File: config.mk
export PLATFORM = sky130hd
export DESIGN_NAME = rv32m_muldiv_unit
export DESIGN_NICKNAME = d
export VERILOG_FILES = /design/src/rtl/rv32m_pkg.sv /design/src/rtl/rv32m_div_core.sv /design/src/rtl/rv32m_muldiv_unit.sv
export SDC_FILE = /design/constraint.sdc
export NUM_CORES = 2
export LEC_CHECK = 0
export ABC_AREA = 1
export CORE_MARGIN = 10
export CORE_UTILIZATION = 45
export CTS_BUF_LIST = sky130_fd_sc_hd__clkbuf_8
export CTS_CLUSTER_DIAMETER = 50
export DETAILED_ROUTE_END_ITERATION = 8
export SYNTH_ARGS = -nofsm -noshare
export SYNTH_HDL_FRONTEND = slang
export SYNTH_SLANG_ARGS = --single-unit
File: constraint.sdc
create_clock -name CLK -period 16.21 [get_ports CLK]
set_input_delay 3.242 -clock CLK [delete_from_list [all_inputs] [get_ports CLK]]
set_output_delay 3.242 -clock CLK [all_outputs]
set_load 0.01 [all_outputs]
File: src/rtl/rv32m_pkg.sv
// Shared RV32M types: decoded op bundle, mul/div FSM states and result constants.
package rv32m_pkg;

   typedef enum logic [2:0] {
      OP_MUL    = 3'd0,
      OP_MULH   = 3'd1,
      OP_MULHSU = 3'd2,
      OP_MULHU  = 3'd3,
      OP_DIV    = 3'd4,
      OP_DIVU   = 3'd5,
      OP_REM    = 3'd6,
      OP_REMU   = 3'd7
   } rv32m_op_e;

   typedef struct packed {
      logic      select;
      rv32m_op_e op;
   } rv32m_decode_t;

   typedef enum logic [2:0] {
      ST_IDLE,
      ST_MUL_EXEC,
      ST_DIV_ITER,
      ST_DIV_FIX,
      ST_DONE
   } rv32m_muldiv_state_t;

   localparam logic [31:0] RV32M_DIV_BY_ZERO_Q = 32'hFFFFFFFF;
   localparam logic [31:0] RV32M_INT_MIN       = 32'h80000000;

   function automatic logic [31:0] rv32m_abs(input logic [31:0] v,
                                             input logic        sgn);
      return (sgn && v[31]) ? 32'(-v) : v;
   endfunction

endpackage

File: src/rtl/rv32m_div_core.sv
// Unsigned restoring divider; retires DIV_BITS_PER_CYCLE quotient bits per step.
module rv32m_div_core #(
   parameter int DIV_BITS_PER_CYCLE = 1
) (
   input  logic        clk_i,
   input  logic        load_i,
   input  logic        step_i,
   input  logic [31:0] dividend_i,
   input  logic [31:0] divisor_i,
   output logic [31:0] quotient_o,
   output logic [31:0] remainder_o
);

   logic [31:0] quo_q, quo_d;
   logic [31:0] rem_q, rem_d;
   logic [31:0] dvs_q;
   logic [32:0] part;

   // Dividend bits shift out of quo_q while quotient bits shift in.
   always_comb begin
      quo_d = quo_q;
      rem_d = rem_q;
      part  = '0;
      for (int i = 0; i < DIV_BITS_PER_CYCLE; i++) begin
         part  = {rem_d, quo_d[31]};
         quo_d = {quo_d[30:0], 1'b0};
         if (part >= {1'b0, dvs_q}) begin
            part     = part - {1'b0, dvs_q};
            quo_d[0] = 1'b1;
         end
         rem_d = part[31:0];
      end
   end

   always_ff @(posedge clk_i) begin
      if (load_i) begin
         quo_q <= dividend_i;
         rem_q <= '0;
         dvs_q <= divisor_i;
      end else if (step_i) begin
         quo_q <= quo_d;
         rem_q <= rem_d;
      end
   end

   assign quotient_o  = quo_q;
   assign remainder_o = rem_q;

endmodule

File: src/rtl/rv32m_muldiv_unit.sv
// RV32M execute-side multiply/divide unit with fixed-latency multiply and iterative divide.
// Define RV32M_DIVREM_FUSE_EN to reuse the last divide's quotient/remainder on a matching op.
module rv32m_muldiv_unit
   import rv32m_pkg::*;
#(
   parameter int DIV_BITS_PER_CYCLE = 1
) (
   input  logic          CLK,
   input  logic          RST,
   input  rv32m_decode_t decode_in,
   input  logic          start,
   input  logic          flush,
   input  logic [31:0]   rs1_data,
   input  logic [31:0]   rs2_data,
   output logic          ready,
   output logic          busy,
   output logic          done,
   output logic [31:0]   result
);

   localparam int         ITER = 32 / DIV_BITS_PER_CYCLE;
   localparam logic [5:0] LAST = 6'(ITER - 1);

   rv32m_muldiv_state_t state_q, state_d;
   rv32m_op_e           op_q, op_d;
   logic [31:0]         a_q, a_d, b_q, b_d;
   logic [31:0]         result_q, result_d;
   logic                q_neg_q, q_neg_d, r_neg_q, r_neg_d;
   logic [5:0]          cnt_q, cnt_d;

   logic [2:0]  in_op;
   logic        accept, in_div, in_sgn, in_rem;
   logic        div_zero, div_ovf, special, hit, div_load;
   logic [31:0] special_res, hit_res;
   logic [31:0] quo, rem, quo_fix, rem_fix, mul_res;
   logic        a_ext, b_ext, rem_q_op;
   logic signed [63:0] mul_a, mul_b, prod;

   assign ready  = (state_q == ST_IDLE) || (state_q == ST_DONE);
   assign busy   = (state_q == ST_MUL_EXEC) || (state_q == ST_DIV_ITER)
                || (state_q == ST_DIV_FIX);
   assign done   = (state_q == ST_DONE);
   assign result = result_q;
   assign accept = ready && start && decode_in.select && !flush;

   assign in_op    = decode_in.op;
   assign in_div   = in_op[2];
   assign in_sgn   = !in_op[0];
   assign in_rem   = in_op[1];
   assign div_zero = (rs2_data == '0);
   assign div_ovf  = in_sgn && (rs1_data == RV32M_INT_MIN)
                  && (rs2_data == '1);
   assign special  = in_div && (div_zero || div_ovf);
   assign special_res = div_zero
      ? (in_rem ? rs1_data : RV32M_DIV_BY_ZERO_Q)
      : (in_rem ? 32'h0 : RV32M_INT_MIN);

   // 33-bit extended operands, widened further so the low 64 product bits are exact.
   assign a_ext   = (op_q != OP_MULHU) && a_q[31];
   assign b_ext   = ((op_q == OP_MUL) || (op_q == OP_MULH)) && b_q[31];
   assign mul_a   = {{32{a_ext}}, a_q};
   assign mul_b   = {{32{b_ext}}, b_q};
   assign prod    = mul_a * mul_b;
   assign mul_res = (op_q == OP_MUL) ? prod[31:0] : prod[63:32];

   assign div_load = accept && in_div && !special && !hit;

   rv32m_div_core #(
      .DIV_BITS_PER_CYCLE(DIV_BITS_PER_CYCLE)
   ) u_div (
      .clk_i      (CLK),
      .load_i     (div_load),
      .step_i     (state_q == ST_DIV_ITER),
      .dividend_i (rv32m_abs(rs1_data, in_sgn)),
      .divisor_i  (rv32m_abs(rs2_data, in_sgn)),
      .quotient_o (quo),
      .remainder_o(rem)
   );

   assign quo_fix  = q_neg_q ? 32'(-quo) : quo;
   assign rem_fix  = r_neg_q ? 32'(-rem) : rem;
   assign rem_q_op = (op_q == OP_REM) || (op_q == OP_REMU);

`ifdef RV32M_DIVREM_FUSE_EN
   logic        c_valid_q, c_sgn_q;
   logic [31:0] c_a_q, c_b_q, c_quo_q, c_rem_q;

   assign hit = in_div && c_valid_q && (c_sgn_q == in_sgn)
             && (c_a_q == rs1_data) && (c_b_q == rs2_data);
   assign hit_res = in_rem ? c_rem_q : c_quo_q;

   always_ff @(posedge CLK) begin
      if (RST || flush || (accept && special)) begin
         c_valid_q <= 1'b0;
      end else if (state_q == ST_DIV_FIX) begin
         c_valid_q <= 1'b1;
         c_sgn_q   <= (op_q == OP_DIV) || (op_q == OP_REM);
         c_a_q     <= a_q;
         c_b_q     <= b_q;
         c_quo_q   <= quo_fix;
         c_rem_q   <= rem_fix;
      end
   end
`else
   assign hit     = 1'b0;
   assign hit_res = '0;
`endif

   always_comb begin
      state_d  = state_q;
      op_d     = op_q;
      a_d      = a_q;
      b_d      = b_q;
      result_d = result_q;
      q_neg_d  = q_neg_q;
      r_neg_d  = r_neg_q;
      cnt_d    = cnt_q;
      if (flush) begin
         state_d = ST_IDLE;
      end else begin
         unique case (state_q)
            ST_MUL_EXEC: begin
               result_d = mul_res;
               state_d  = ST_DONE;
            end
            ST_DIV_ITER: begin
               cnt_d = cnt_q - 6'd1;
               if (cnt_q == '0) state_d = ST_DIV_FIX;
            end
            ST_DIV_FIX: begin
               result_d = rem_q_op ? rem_fix : quo_fix;
               state_d  = ST_DONE;
            end
            default: begin
               state_d = ST_IDLE;
               if (accept) begin
                  op_d    = decode_in.op;
                  a_d     = rs1_data;
                  b_d     = rs2_data;
                  q_neg_d = in_sgn && (rs1_data[31] ^ rs2_data[31]);
                  r_neg_d = in_sgn && rs1_data[31];
                  cnt_d   = LAST;
                  if (special) begin
                     result_d = special_res;
                     state_d  = ST_DONE;
                  end else if (hit) begin
                     result_d = hit_res;
                     state_d  = ST_DONE;
                  end else if (in_div) begin
                     state_d = ST_DIV_ITER;
                  end else begin
                     state_d = ST_MUL_EXEC;
                  end
               end
            end
         endcase
      end
   end

   always_ff @(posedge CLK) begin
      if (RST) begin
         state_q  <= ST_IDLE;
         op_q     <= OP_MUL;
         a_q      <= '0;
         b_q      <= '0;
         result_q <= '0;
         q_neg_q  <= 1'b0;
         r_neg_q  <= 1'b0;
         cnt_q    <= '0;
      end else begin
         state_q  <= state_d;
         op_q     <= op_d;
         a_q      <= a_d;
         b_q      <= b_d;
         result_q <= result_d;
         q_neg_q  <= q_neg_d;
         r_neg_q  <= r_neg_d;
         cnt_q    <= cnt_d;
      end
   end

endmodule

==> results by group <==
Floorplan
  • Die height: between 300 and 400 µm
  • Starting density of the core: 45.26%
  • Total I/O pin count: around 110
  • Total die area: roughly 130000 µm²
  • Core area: 119700 µm²
  • Num rows: 127
  • Die X: around 370 µm

Route
  • Post-route ant nets: 0
  • Final wirelength: approximately 190000 µm
  • Post-DR vias/cell: ~5.3
  • Drt pass-1 iters: 8
  • Via Count: around 47000
  • DR iter-0 viols: 3994
  • # DRC: 0
  • Routed length per instance: 21.54 µm

Hold path
  • Min-delay worst type: register to register

Timing
  • Hold violation total from the final report: 0
  • TNS Setup: 0 ps
  • Final worst-path cycle share: a little under three fifths
  • Max_slew headroom: 21.65%
  • Fin crit period: 9003 ps
  • Setup violations, final: 0
  • Skew final: 38.89 ps
  • Max-slew violations: 0
  • Worst slew pin tran: around 1200 ps
  • RSZ-0062 raised after global routing: false
  • Max Fclk: about 0.11 GHz

Clock tree
  • CTS tree: done
  • PostCTS Resize Cnt: 0
  • Clock Sink Count: ~210
  • Clk_lat worst skew: ~640 ps
  • Reg clk slew, reported paths: approximately 70 ps
  • Cts hold-fix bufs: 0
  • Post-CTS setup buffer count: 0
  • CTS root buf: clkbuf_8
  • Maximum buffer depth of the clock tree: 3
  • CTS buffer count: between 40 and 50
  • H-tree depth: 2

Power
  • Switching power: about 1.2 mW
  • LEAKAGE: approximately 28 nW
  • Clock network fraction of design power: 22.5%
  • Switching Share: between 40 and 50%
  • Internal power: 1.291 mW
  • Overall power: 2.529 mW
  • Part of the power in registers: ~25%
  • Logic gate share of total power: a little over half
  • Power Dens Cells: 44.02 nW/µm²
  • VDD IR-drop max: about 0.052 mV

Yosys
  • Most common cell in the netlist: inv_1
  • Register area share after synthesis: 8.798%
  • #FFs+latches synth: 206
  • Yosys cell types: 54
  • Post-synth top cells: 1815 x inv_1, 1813 x nand2_1, 1126 x fa_1
  • Post-synth EDFFs: 64
  • Synth area leader: fa_1
  • Prevailing post-synth register cell: dfxtp_1
  • Cell Area, Synth: 54150 µm²
  • Top-area cell type share of the netlist area: between 40% and 50%
  • Leading post-synthesis cells by cell area: fa_1 42%, inv_1 13%, nand2_1 13%, ha_1 5.8%, dfxtp_1 5.2%
  • Avg Cell Area, Syn: about 7.5 µm²
  • Share of synthesized flip-flops with an asynchronous set or reset: 0%
  • Syn Inst Count: approximately 7300
  • Ys Warns: 0
  • Syn Nets: slightly below 9000

Worst setup path
  • Startpoint Class: register
  • Critical path class: register to register
  • Arr. time, crit path: 9490 ps
  • Worst stage delay on the critical path: approximately 600 ps
  • CP Max Fanout: 22
  • Crit path capture type: register
  • Slowest CP cell: fa_1
  • Most used cell along the critical path: fa_1
  • Worst Path Required: 16700 ps

Global route
  • Via count of the first global-routing pass: a little under 50000
  • Initial antenna violation count: 3
  • First-pass GRT wire length: ~290000 µm
  • Largest net degree at the start of global routing: slightly above 90
  • Remaining global-route overflow: 0
  • GRT Overall Usage: ~28%

Layout
  • Nets: roughly 8600
  • Number of diodes: 0
  • Layout cells sized above 1: roughly 3.3%
  • Layout area overhead: 6.090%

Status
  • Status: complete, no violations

Place
  • GPL Wtd Cong: roughly 1.0
  • Post-detail-place hpwl: ~150000 µm
  • PortBufs: between 100 and 150

Run
  • Max Cap Viol: 0
==> worst max-delay path, delay by kind of cell (launching register included) <==
kind / cells / cell delay, ps
fa+ha+maj: 9 / 4500
simple gates: 10 / 1910
buf+inv: 7 / 1120
compound gates: 4 / 990
flops: 1 / 330
==> flip-flops by register name, summed over array words and instances (netlist names) <==
signal / count
q_neg_q: 1
u_div.remainder_o: 32
state_q: 3
cnt_q: 6
a_q: 32
op_q: 3
u_div.dvs_q: 32
r_neg_q: 1
b_q: 32
result: 32
u_div.quotient_o: 32
==> metrics by stage <==
step	hold slack, ps	util (%)	instance area [µm²]	setup slack [ps]	instances
2_1_floorplan	422.3	-	54150	8749	7251
3_3_place_gp	436.5	47.32	56620	7410	8714
3_5_place_dp	445.8	47.32	56620	7361	8714
4_1_cts	458.4	48.02	57450	7303	8789
5_1_grt	488.7	48.02	57450	6872	8789
6_report	458.3	48.02	57450	7207	8789
==> routing by layer <==
metal / track usage (%) / vias to the layer above / part of all wire, %
met3: 4.310 / 358 / 7.0
met4: 12.02 / 2 / 5.0
met5: 0 / - / 0.0074
met2: 46.76 / 1699 / 47
li1: - / 21070 / -
met1: 36.17 / 23380 / 41
==> path summary, 6_finish.rpt <==
path / start / end / slack, ps / cells after the start
worst max-delay path: op_q[2] / result[11] / 7210 / 30
worst min-delay path: cnt_q[0] / cnt_q[0] / 460 / 1
worst max register to register: op_q[2] / result[11] / 7210 / 30
worst min register to register: cnt_q[0] / cnt_q[0] / 460 / 1
==> cell usage in the layout (no fill, tap or decap), types with 27 or more instances in the layout <==
cell / instances
clkbuf_8: 49
nor2_1: 448
edfxtp_1: 64
o211ai_1: 30
o21ai_0: 287
nand2_1: 1812
nand3_1: 290
ha_1: 251
buf_4: 98
a31oi_1: 27
fa_1: 1126
dfxtp_1: 142
xor2_1: 62
nand4_1: 54
inv_1: 1823
nor3_1: 43
a21oi_1: 248
clkdlybuf4s50_1: 105
==> logic make-up (layout without fill, tap and decap cells) <==
kind of cell	after synthesis	in the layout	share of synthesized area [%]
buf+inv	2184	2110	15.22
simple gates	2718	2718	20.30
fa+ha+maj	1377	1377	47.42
flops	206	206	8.798
compound gates	680	680	6.869
xor+xnor	86	86	1.391
==> power groups by stage <==
stage | Clock, mW | Sequential [mW] | Combinational [mW]
6_report | 0.569 | 0.625 | 1.34
4_1_cts | 0.579 | 0.623 | 1.33
5_1_grt | 0.601 | 0.630 | 1.49
3_3_place_gp | 0 | 0.633 | 1.31
3_5_place_dp | 0 | 0.633 | 1.32
2_1_floorplan | 0 | 0.607 | 0.892
==> layout make-up <==
class | count | area [µm²]
Clock buffer | 49 | 674.4
Clock inverter | 26 | 161.4
Fill cell | 12170 | 62200
Inverter | 1831 | 6878
Multi-Input combinational cell | 4861 | 41170
Sequential cell | 206 | 4765
Tap cell | 1612 | 2017
Timing Repair Buffer | 204 | 1792
Power figures use the tool's default switching activity.
